`src/rtl/fifo_pkg.sv`:
```
`default_nettype none
//============================================================================
// Package     : fifo_pkg
// Description : Shared helpers for the parametrised synchronous FIFO:
//               constant log2, power-of-two test and threshold legality.
// Revision    : 1.0 - initial release
//============================================================================
package fifo_pkg;

    // Smallest n such that 2**n >= value; usable in constant expressions.
    function automatic int clog2(input int value);
        int result;
        result = 0;
        for (int i = 0; i < 31; i++) begin
            if ((1 << i) < value) begin
                result = i + 1;
            end
        end
        return result;
    endfunction

    // True for powers of two of at least 2 (the pointer wrap-bit scheme needs it).
    function automatic bit is_pow2(input int value);
        return (value >= 2) && ((value & (value - 1)) == 0);
    endfunction

    // Thresholds must lie inside the range count can actually take.
    function automatic bit levels_in_range(input int depth, input int af_lvl, input int ae_lvl);
        return (af_lvl >= 1) && (af_lvl <= depth) && (ae_lvl >= 0) && (ae_lvl < depth);
    endfunction

    // Overlapping almost-empty/almost-full bands are legal but rarely intended.
    function automatic bit levels_ordered(input int af_lvl, input int ae_lvl);
        return ae_lvl < af_lvl;
    endfunction

endpackage
`default_nettype wire

```
`src/rtl/sync_fifo_param_mem.sv`:
```
`default_nettype none
//============================================================================
// Module      : fifo_mem
// Description : Simple dual-port register array. Synchronous write,
//               combinational read. Contents are never reset.
// Revision    : 1.0 - initial release
//============================================================================
module fifo_mem
    import fifo_pkg::*;
#(
    parameter  int DATA_W = 8,
    parameter  int DEPTH  = 4,
    localparam int AW     = clog2(DEPTH)
) (
    input  logic              clk,
    input  logic              we,
    input  logic [AW-1:0]     waddr,
    input  logic [DATA_W-1:0] wdata,
    input  logic [AW-1:0]     raddr,
    output logic [DATA_W-1:0] rdata
);

    logic [DATA_W-1:0] r_mem [DEPTH];

    // One register per entry, each loaded only when its address is written.
    generate
        for (genvar g = 0; g < DEPTH; g++) begin : g_entry
            always_ff @(posedge clk) begin
                if (we && (waddr == AW'(g))) begin
                    r_mem[g] <= wdata;
                end
            end
        end
    endgenerate

    // Read path is a plain mux; the top level registers the result.
    assign rdata = r_mem[raddr];

endmodule
`default_nettype wire

```
`src/rtl/sync_fifo_param.sv`:
```
`default_nettype none
//============================================================================
// Module      : sync_fifo_param
// Description : Parametrised single-clock FIFO. All DEPTH entries are used by
//               carrying an extra wrap bit on each pointer. Provides count,
//               programmable almost-full/empty flags, a read-valid strobe and
//               one-cycle overflow/underflow error pulses.
// Revision    : 1.0 - initial release
//============================================================================
module sync_fifo_param
    import fifo_pkg::*;
#(
    parameter  int DATA_W = 8,
    parameter  int DEPTH  = 4,
    parameter  int AF_LVL = DEPTH - 1,
    parameter  int AE_LVL = 1,
    localparam int AW     = clog2(DEPTH)
) (
    input  logic              clk,
    input  logic              rstn,
    input  logic              wr_en,
    input  logic [DATA_W-1:0] data_in,
    input  logic              rd_en,
    output logic [DATA_W-1:0] data_out,
    output logic              rd_valid,
    output logic              full,
    output logic              empty,
    output logic              almost_full,
    output logic              almost_empty,
    output logic [AW:0]       count,
    output logic              wr_err,
    output logic              rd_err
);

    localparam logic [AW:0] c_af_lvl  = (AW + 1)'(AF_LVL);
    localparam logic [AW:0] c_ae_lvl  = (AW + 1)'(AE_LVL);
    localparam logic [AW:0] c_ptr_one = (AW + 1)'(1);

    // Elaboration-time legality checks on the parameter set.
    generate
        if (!is_pow2(DEPTH)) begin : g_bad_depth
            $error("sync_fifo_param: DEPTH must be a power of two >= 2");
        end
        if (!levels_in_range(DEPTH, AF_LVL, AE_LVL)) begin : g_bad_levels
            $error("sync_fifo_param: AF_LVL must be 1..DEPTH and AE_LVL 0..DEPTH-1");
        end
        if (!levels_ordered(AF_LVL, AE_LVL)) begin : g_overlap_levels
            $warning("sync_fifo_param: AE_LVL >= AF_LVL, almost flags overlap");
        end
    endgenerate

    logic [AW:0]       r_w_ptr;
    logic [AW:0]       r_r_ptr;
    logic              w_wr_accept;
    logic              w_rd_accept;
    logic [DATA_W-1:0] w_mem_rdata;

    // Occupancy and flags derive only from the registered pointers, so they
    // change in the cycle after the edge that moved a pointer.
    assign count        = r_w_ptr - r_r_ptr;
    assign empty        = (r_w_ptr == r_r_ptr);
    assign full         = (r_w_ptr[AW] != r_r_ptr[AW]) &&
                          (r_w_ptr[AW-1:0] == r_r_ptr[AW-1:0]);
    assign almost_full  = (count >= c_af_lvl);
    assign almost_empty = (count <= c_ae_lvl);

    // A request is honoured only if the FIFO state allows it; a write at full
    // is dropped even when a read frees a slot on the same edge, and a read at
    // empty never falls through a concurrent write.
    assign w_wr_accept = wr_en && !full;
    assign w_rd_accept = rd_en && !empty;

    fifo_mem #(
        .DATA_W (DATA_W),
        .DEPTH  (DEPTH)
    ) u_mem (
        .clk    (clk),
        .we     (w_wr_accept),
        .waddr  (r_w_ptr[AW-1:0]),
        .wdata  (data_in),
        .raddr  (r_r_ptr[AW-1:0]),
        .rdata  (w_mem_rdata)
    );

    // Write pointer: advances on every accepted write, wraps modulo 2*DEPTH.
    always_ff @(posedge clk or negedge rstn) begin
        if (!rstn) begin
            r_w_ptr <= '0;
        end else if (w_wr_accept) begin
            r_w_ptr <= r_w_ptr + c_ptr_one;
        end
    end

    // Read pointer and output register: data_out holds between accepted reads.
    always_ff @(posedge clk or negedge rstn) begin
        if (!rstn) begin
            r_r_ptr  <= '0;
            data_out <= '0;
        end else if (w_rd_accept) begin
            r_r_ptr  <= r_r_ptr + c_ptr_one;
            data_out <= w_mem_rdata;
        end
    end

    // Single-cycle status strobes for the edge just taken.
    always_ff @(posedge clk or negedge rstn) begin
        if (!rstn) begin
            rd_valid <= 1'b0;
            wr_err   <= 1'b0;
            rd_err   <= 1'b0;
        end else begin
            rd_valid <= w_rd_accept;
            wr_err   <= wr_en && full;
            rd_err   <= rd_en && empty;
        end
    end

endmodule
`default_nettype wire

```
`config.mk`:
```
export PLATFORM = sky130hd
export DESIGN_NAME = sync_fifo_param
export DESIGN_NICKNAME = d
export VERILOG_FILES = /design/src/rtl/fifo_pkg.sv /design/src/rtl/sync_fifo_param_mem.sv /design/src/rtl/sync_fifo_param.sv
export SDC_FILE = /design/constraint.sdc
export NUM_CORES = 1
export LEC_CHECK = 0
export CAP_MARGIN = 20
export CORE_UTILIZATION = 44
export DETAILED_ROUTE_END_ITERATION = 10
export PLACE_DENSITY = 0.64
export SLEW_MARGIN = 15
export SYNTH_ARGS = -nofsm -noshare
export SYNTH_HDL_FRONTEND = slang
export SYNTH_HIERARCHICAL = 1
export SYNTH_SLANG_ARGS = --single-unit
```
`constraint.sdc`:
```
create_clock -name clk -period 3.4 [get_ports clk]
set_input_delay 0.85 -clock clk [delete_from_list [all_inputs] [get_ports clk]]
set_output_delay 0.85 -clock clk [all_outputs]
set_load 0.01 [all_outputs]
```
== Word level (Yosys, flattened, before mapping) ==
Memories as Yosys holds them, arrays and structs flattened. A register that Yosys moved wholly into a read port is not among the register bits.
Index checks and enable logic that the tools add are counted.
Word-level totals
  register bits: 9
  memory bits (writable): 32
  input port bits: 12
  logic and storage cells: 50
  memories: 1
Memories
  u_mem.r_mem: depth 4, width 8, read ports 1, clocked after memory_dff 1, wr ports 1, line sync_fifo_param_mem.sv:23  | logic [DATA_W-1:0] r_mem [DEPTH];
Operators by class
  $add $sub $neg: 3
  magnitude comparators: 2
  eq/ne operators: 6
  mux-type cells: 17
  reduce and logical (&&, ||, !) cells: 16
Operator list (count)
  2-to-1 mux 8 bit: 3
  OR reduction 8 bit: 3
  2-to-1 mux 1 bit: 11
  logical AND 1 bit: 9
  adder 3 x 1 -> 3 bit (second input constant): 2
  2-to-1 mux 2 bit: 3
  equality test 2 bit (second input constant): 2
  equality test 3 bit: 1
  >= comparator 3 x 2 -> 1 bit (second input constant): 1
  <= comparator 3 x 1 -> 1 bit (second input constant): 1
  logical NOT 1 bit: 3
  subtractor 3 bit: 1
  equality test 2 x 1 -> 1 bit (second input constant): 1
  equality test 2 bit: 1
  logical NOT 2 bit: 1
  inequality test 1 bit: 1

== Depth between registers and ports, before layout ==
  depth in word-level cells: 11
  depth in mapped cells: 6
  mapped depth without buffers: 6

== Modules after synthesis ==
Netlist, hierarchy kept.
Modules (own cells, without submodules)
  fifo_mem: instances 1, cells each 46, area an instance 1188.6 um^2
  sync_fifo_param: instances 1, cells each 62, area an instance 822.0 um^2

== Worst setup path before layout ==
No wires, ideal clock.
  path type: register -> output
  from: register r_w_ptr[0]
  to: output port almost_full
  arrival: 1.519 ns
  data required time: 2.550 ns
  path slack: 1.031 ns
  cell stages (with the launch flop): 7
  buffers on the path: 0
  path through: dfrtp_1 > inv_1 > ha_1 > inv_1 > fa_1 > xnor2_1 > a21o_1
On the way
  cells in the longest elaborated chain, start to end: 2
Ends and longest elaborated chain
  start, declared: line sync_fifo_param.sv:52  | logic [AW:0] r_w_ptr;
  start signal, assigned: line sync_fifo_param.sv:90  | r_w_ptr <= r_w_ptr + c_ptr_one;
  subtractor 3 bit: line sync_fifo_param.sv:60  | assign count = r_w_ptr - r_r_ptr;
  named net count[2]: line sync_fifo_param.sv:30  | output logic [AW:0] count,
  >= comparator 3 x 2 -> 1 bit: line sync_fifo_param.sv:64  | assign almost_full = (count >= c_af_lvl);
  end, declared: line sync_fifo_param.sv:28  | output logic almost_full,
The timed path passes the listed nets, and every way through them passes these cells.

== Final worst setup path ==
  from: register r_w_ptr[0]
  to: output port almost_full
On the way
  cells in the longest elaborated chain, start to end: 2
Ends and longest elaborated chain (line)
  subtractor 3 bit: sync_fifo_param.sv:60
  >= comparator 3 x 2 -> 1 bit: sync_fifo_param.sv:64
Every way passes these cells.

==> results.json <==
{
  "wl_per_cell_um": 15.9,
  "chipWidth_um": 69.6,
  "maxSlewViolCount": 0,
  "track_usage": 0.147,
  "numCtsBuffers": 5,
  "grt_overflow": 0,
  "synth_top_cells_by_area": "edfxtp_1, dfrtp_1, mux4_2",
  "final_cell_area_um2": 2450,
  "synthDistinctLibCells": 23,
  "gp_congestion": 0.675,
  "ir_drop_mv": 0.512,
  "num-fill-cells": 366,
  "fin_tns_setup_ns": 0,
  "worstPathRequired_ns": 2.55,
  "dr.pass1.iters": 4,
  "ctsLongestPathBuffers": 2,
  "hold_viol_final": 0,
  "drc": 0,
  "root_buffer": "clkbuf_8",
  "dp_cells": 189,
  "synth_warnings": 6,
  "status": "finished, final reports clean",
  "grt_pass1_wl_um": 5140,
  "dieArea_um2": 4840,
  "synth_fa_ha_area_frac": 0.0348,
  "synth-simple-area-share": 0.0367,
  "cts_tree": "yes",
  "start_util": 0.459,
  "power_leakage_nw": 0.942,
  "place.port_buffers": 29,
  "antenna_found_initial": 0,
  "drive_above_1_share": 0.221,
  "synth_xor_area_frac": 0.0255,
  "path_clk_slew_ns": 0.09,
  "synthCells": 108,
  "crit_arrival_ns": 2.30,
  "yosysTopAreaCell": "edfxtp_1",
  "vias": 1005,
  "min_period_over_period": 0.926,
  "multiInputGateArea_um2": 571,
  "synthesis.nets": 125,
  "drtIter0Drc": 42,
  "grt_max_degree": 18,
  "grt_pass1_vias": 1031,
  "rsz0062_at_grt": "no",
  "dpl_cell_area_um2": 2360,
  "routed_wl_um": 3140,
  "synth-compound-area-share": 0.0156,
  "cts_hold_buf": 0,
  "postRouteAntennaNets": 0,
  "fmax_mhz": 318,
  "cts-resized-gates": 0,
  "antenna_cells": 0,
  "critPathLaunchType": "flip-flop",
  "h-tree-depth": 2,
  "area_delta_synth_final_pct": 21.8,
  "post-cts-setup-buffers": 0,
  "cts_sinks": 49,
  "core_area_um2": 4380,
  "synth-seq-cells": 49,
  "min_path_type": "reg2reg",
  "via_per_inst": 5.10,
  "ios": 30,
  "synth_area_um2": 2010,
  "synth_top_area_share": 0.478,
  "drv_cap": 0,
  "power.density_nw_per_um2": 1010,
  "rows": 24,
  "clock-skew-final_ns": 0.00638,
  "synth.avg_cell_area_um2": 18.6,
  "dp_hpwl_um": 2060,
  "die_h_um": 69.6,
  "synth_top_family_by_area": "multiplexers",
  "finalSetupViolCount": 0,
  "yosysSeqAreaShare": 0.689,
  "stdcell_count": 197,
  "slew_headroom": 0.463,
  "synth_mux_area_frac": 0.171,
  "fin_nets": 161,
  "crit_path_end_kind": "output pin",
  "fin_crit_ns": 3.15,
  "register_area_um2": 1390,
  "clk_latency_ns": 0.30,
  "timing.critical_path.fanout_max": 7,
  "worstMarginPinSlew_ns": 0.802,
  "crit_type": "reg2out"
}
-- placed cells by master (no fill, tap or decap), types with 2 or more instances in the layout --
master           synthesis  final
and2_1                   2      2
ha_1                     4      4
nor2_1                   3      3
clkbuf_8                 0      5
nand2_1                  5      5
mux2_2                   3      3
xnor2_1                  4      4
clkinvlp_4               0      2
dfrtp_1                 17     16
buf_4                    0      3
o21ai_0                  2      2
mux4_2                   8      8
inv_1                    7      7
mux2_4                   8      8
edfxtp_1                32     32
clkdlybuf4s50_1          0     29
and3b_1                  2      2
-- metal layers --
| metal | up-vias | share of wire | GRT usage |
|---|---|---|---|
| met3 | 4 | 0.036 | 0.0480 |
| met2 | 24 | 0.51 | 0.241 |
| met4 | 0 | 0.0086 | 0.0476 |
| li1 | 470 | - | - |
| met5 | - | 0 | 0 |
| met1 | 507 | 0.45 | 0.185 |
-- critical path: stages, from the launching register on --
cell	delay [ns]
dfrtp_1	0.45
inv_1	0.09
ha_1	0.14
inv_1	0.04
fa_1	0.37
xnor2_1	0.27
a21o_1	0.12
clkdlybuf4s50_1	0.52
-- synthesized netlist by cell type --
master and n:
a21o_1 1, inv_1 7, buf_6 2, edfxtp_1 32, xnor2_1 4, o21ai_0 2
nor3b_1 1, ha_1 4, fa_1 1, nor2_1 3, xor2_2 1, mux4_2 8
o21ai_1 1, dfrtp_1 17, mux2_2 3, mux2_4 8, o21ai_2 1, and3b_1 2
and3_1 1, clkbuf_2 1, mux2i_1 1, nand2_1 5, and2_1 2
-- flip-flops by register name, indices dropped and copies added (netlist names) --
signal	cells
u_mem/r_mem	32
data_out	8
r_r_ptr	3
r_w_ptr	3
rd_err	1
rd_valid	1
wr_err	1
-- cell type report --
cell class | instances | share of cell area
clock buffer | 6 | 0.0296
clock inverter | 2 | 0.00613
inverter | 7 | 0.0107
multi-input combinational | 49 | 0.233
sequential | 49 | 0.566
tap | 52 | 0.0266
timing repair buffer | 32 | 0.128
-- final timing paths --
| path | from | end | slack, ns | cells after the start |
|---|---|---|---|---|
| worst max-delay path | r_w_ptr[0] | almost_full | 0.25 | 7 |
| max in group asynchronous | rstn | r_r_ptr[1] | 1.84 | 1 |
| worst min-delay path | data_out[4] | data_out[4] | 0.52 | 1 |
| min in group asynchronous | rstn | data_out[4] | 1.01 | 1 |
| worst min register to register | data_out[4] | data_out[4] | 0.52 | 1 |
| worst max register to register | r_r_ptr[1] | data_out[7] | 1.09 | 5 |
-- cell families after synthesis --
logic type,Yosys count
AO/OA/AOI/OAI,5
XOR/XNOR,5
adder cells (fa/ha/maj),5
buffers and inverters,10
flip-flops,49
multiplexers,20
AND/OR/NAND/NOR,14
-- through the flow --
step | utilization | setup WS, ns | hold slack, ns | total power, mW
after floorplan | - | 1.03 | 0.514 | 1.68
after global placement | 0.539 | 0.475 | 0.492 | 2.13
after detailed placement | 0.539 | 0.429 | 0.494 | 2.16
after CTS | 0.559 | 0.0883 | 0.519 | 2.49
after global routing | 0.559 | 0.111 | 0.540 | 2.62
final | 0.559 | 0.253 | 0.517 | 2.47
-- power by group --
| group | internal [mW] | total [mW] | leakage [nW] | switching (mW) |
|---|---|---|---|---|
| clock network | 0.145 | 0.334 | 0.0374 | 0.189 |
| logic | 0.693 | 1.17 | 0.408 | 0.477 |
| registers | 0.836 | 0.960 | 0.496 | 0.124 |
| total | 1.67 | 2.47 | 0.942 | 0.791 |
Power figures use the tool's default switching activity.
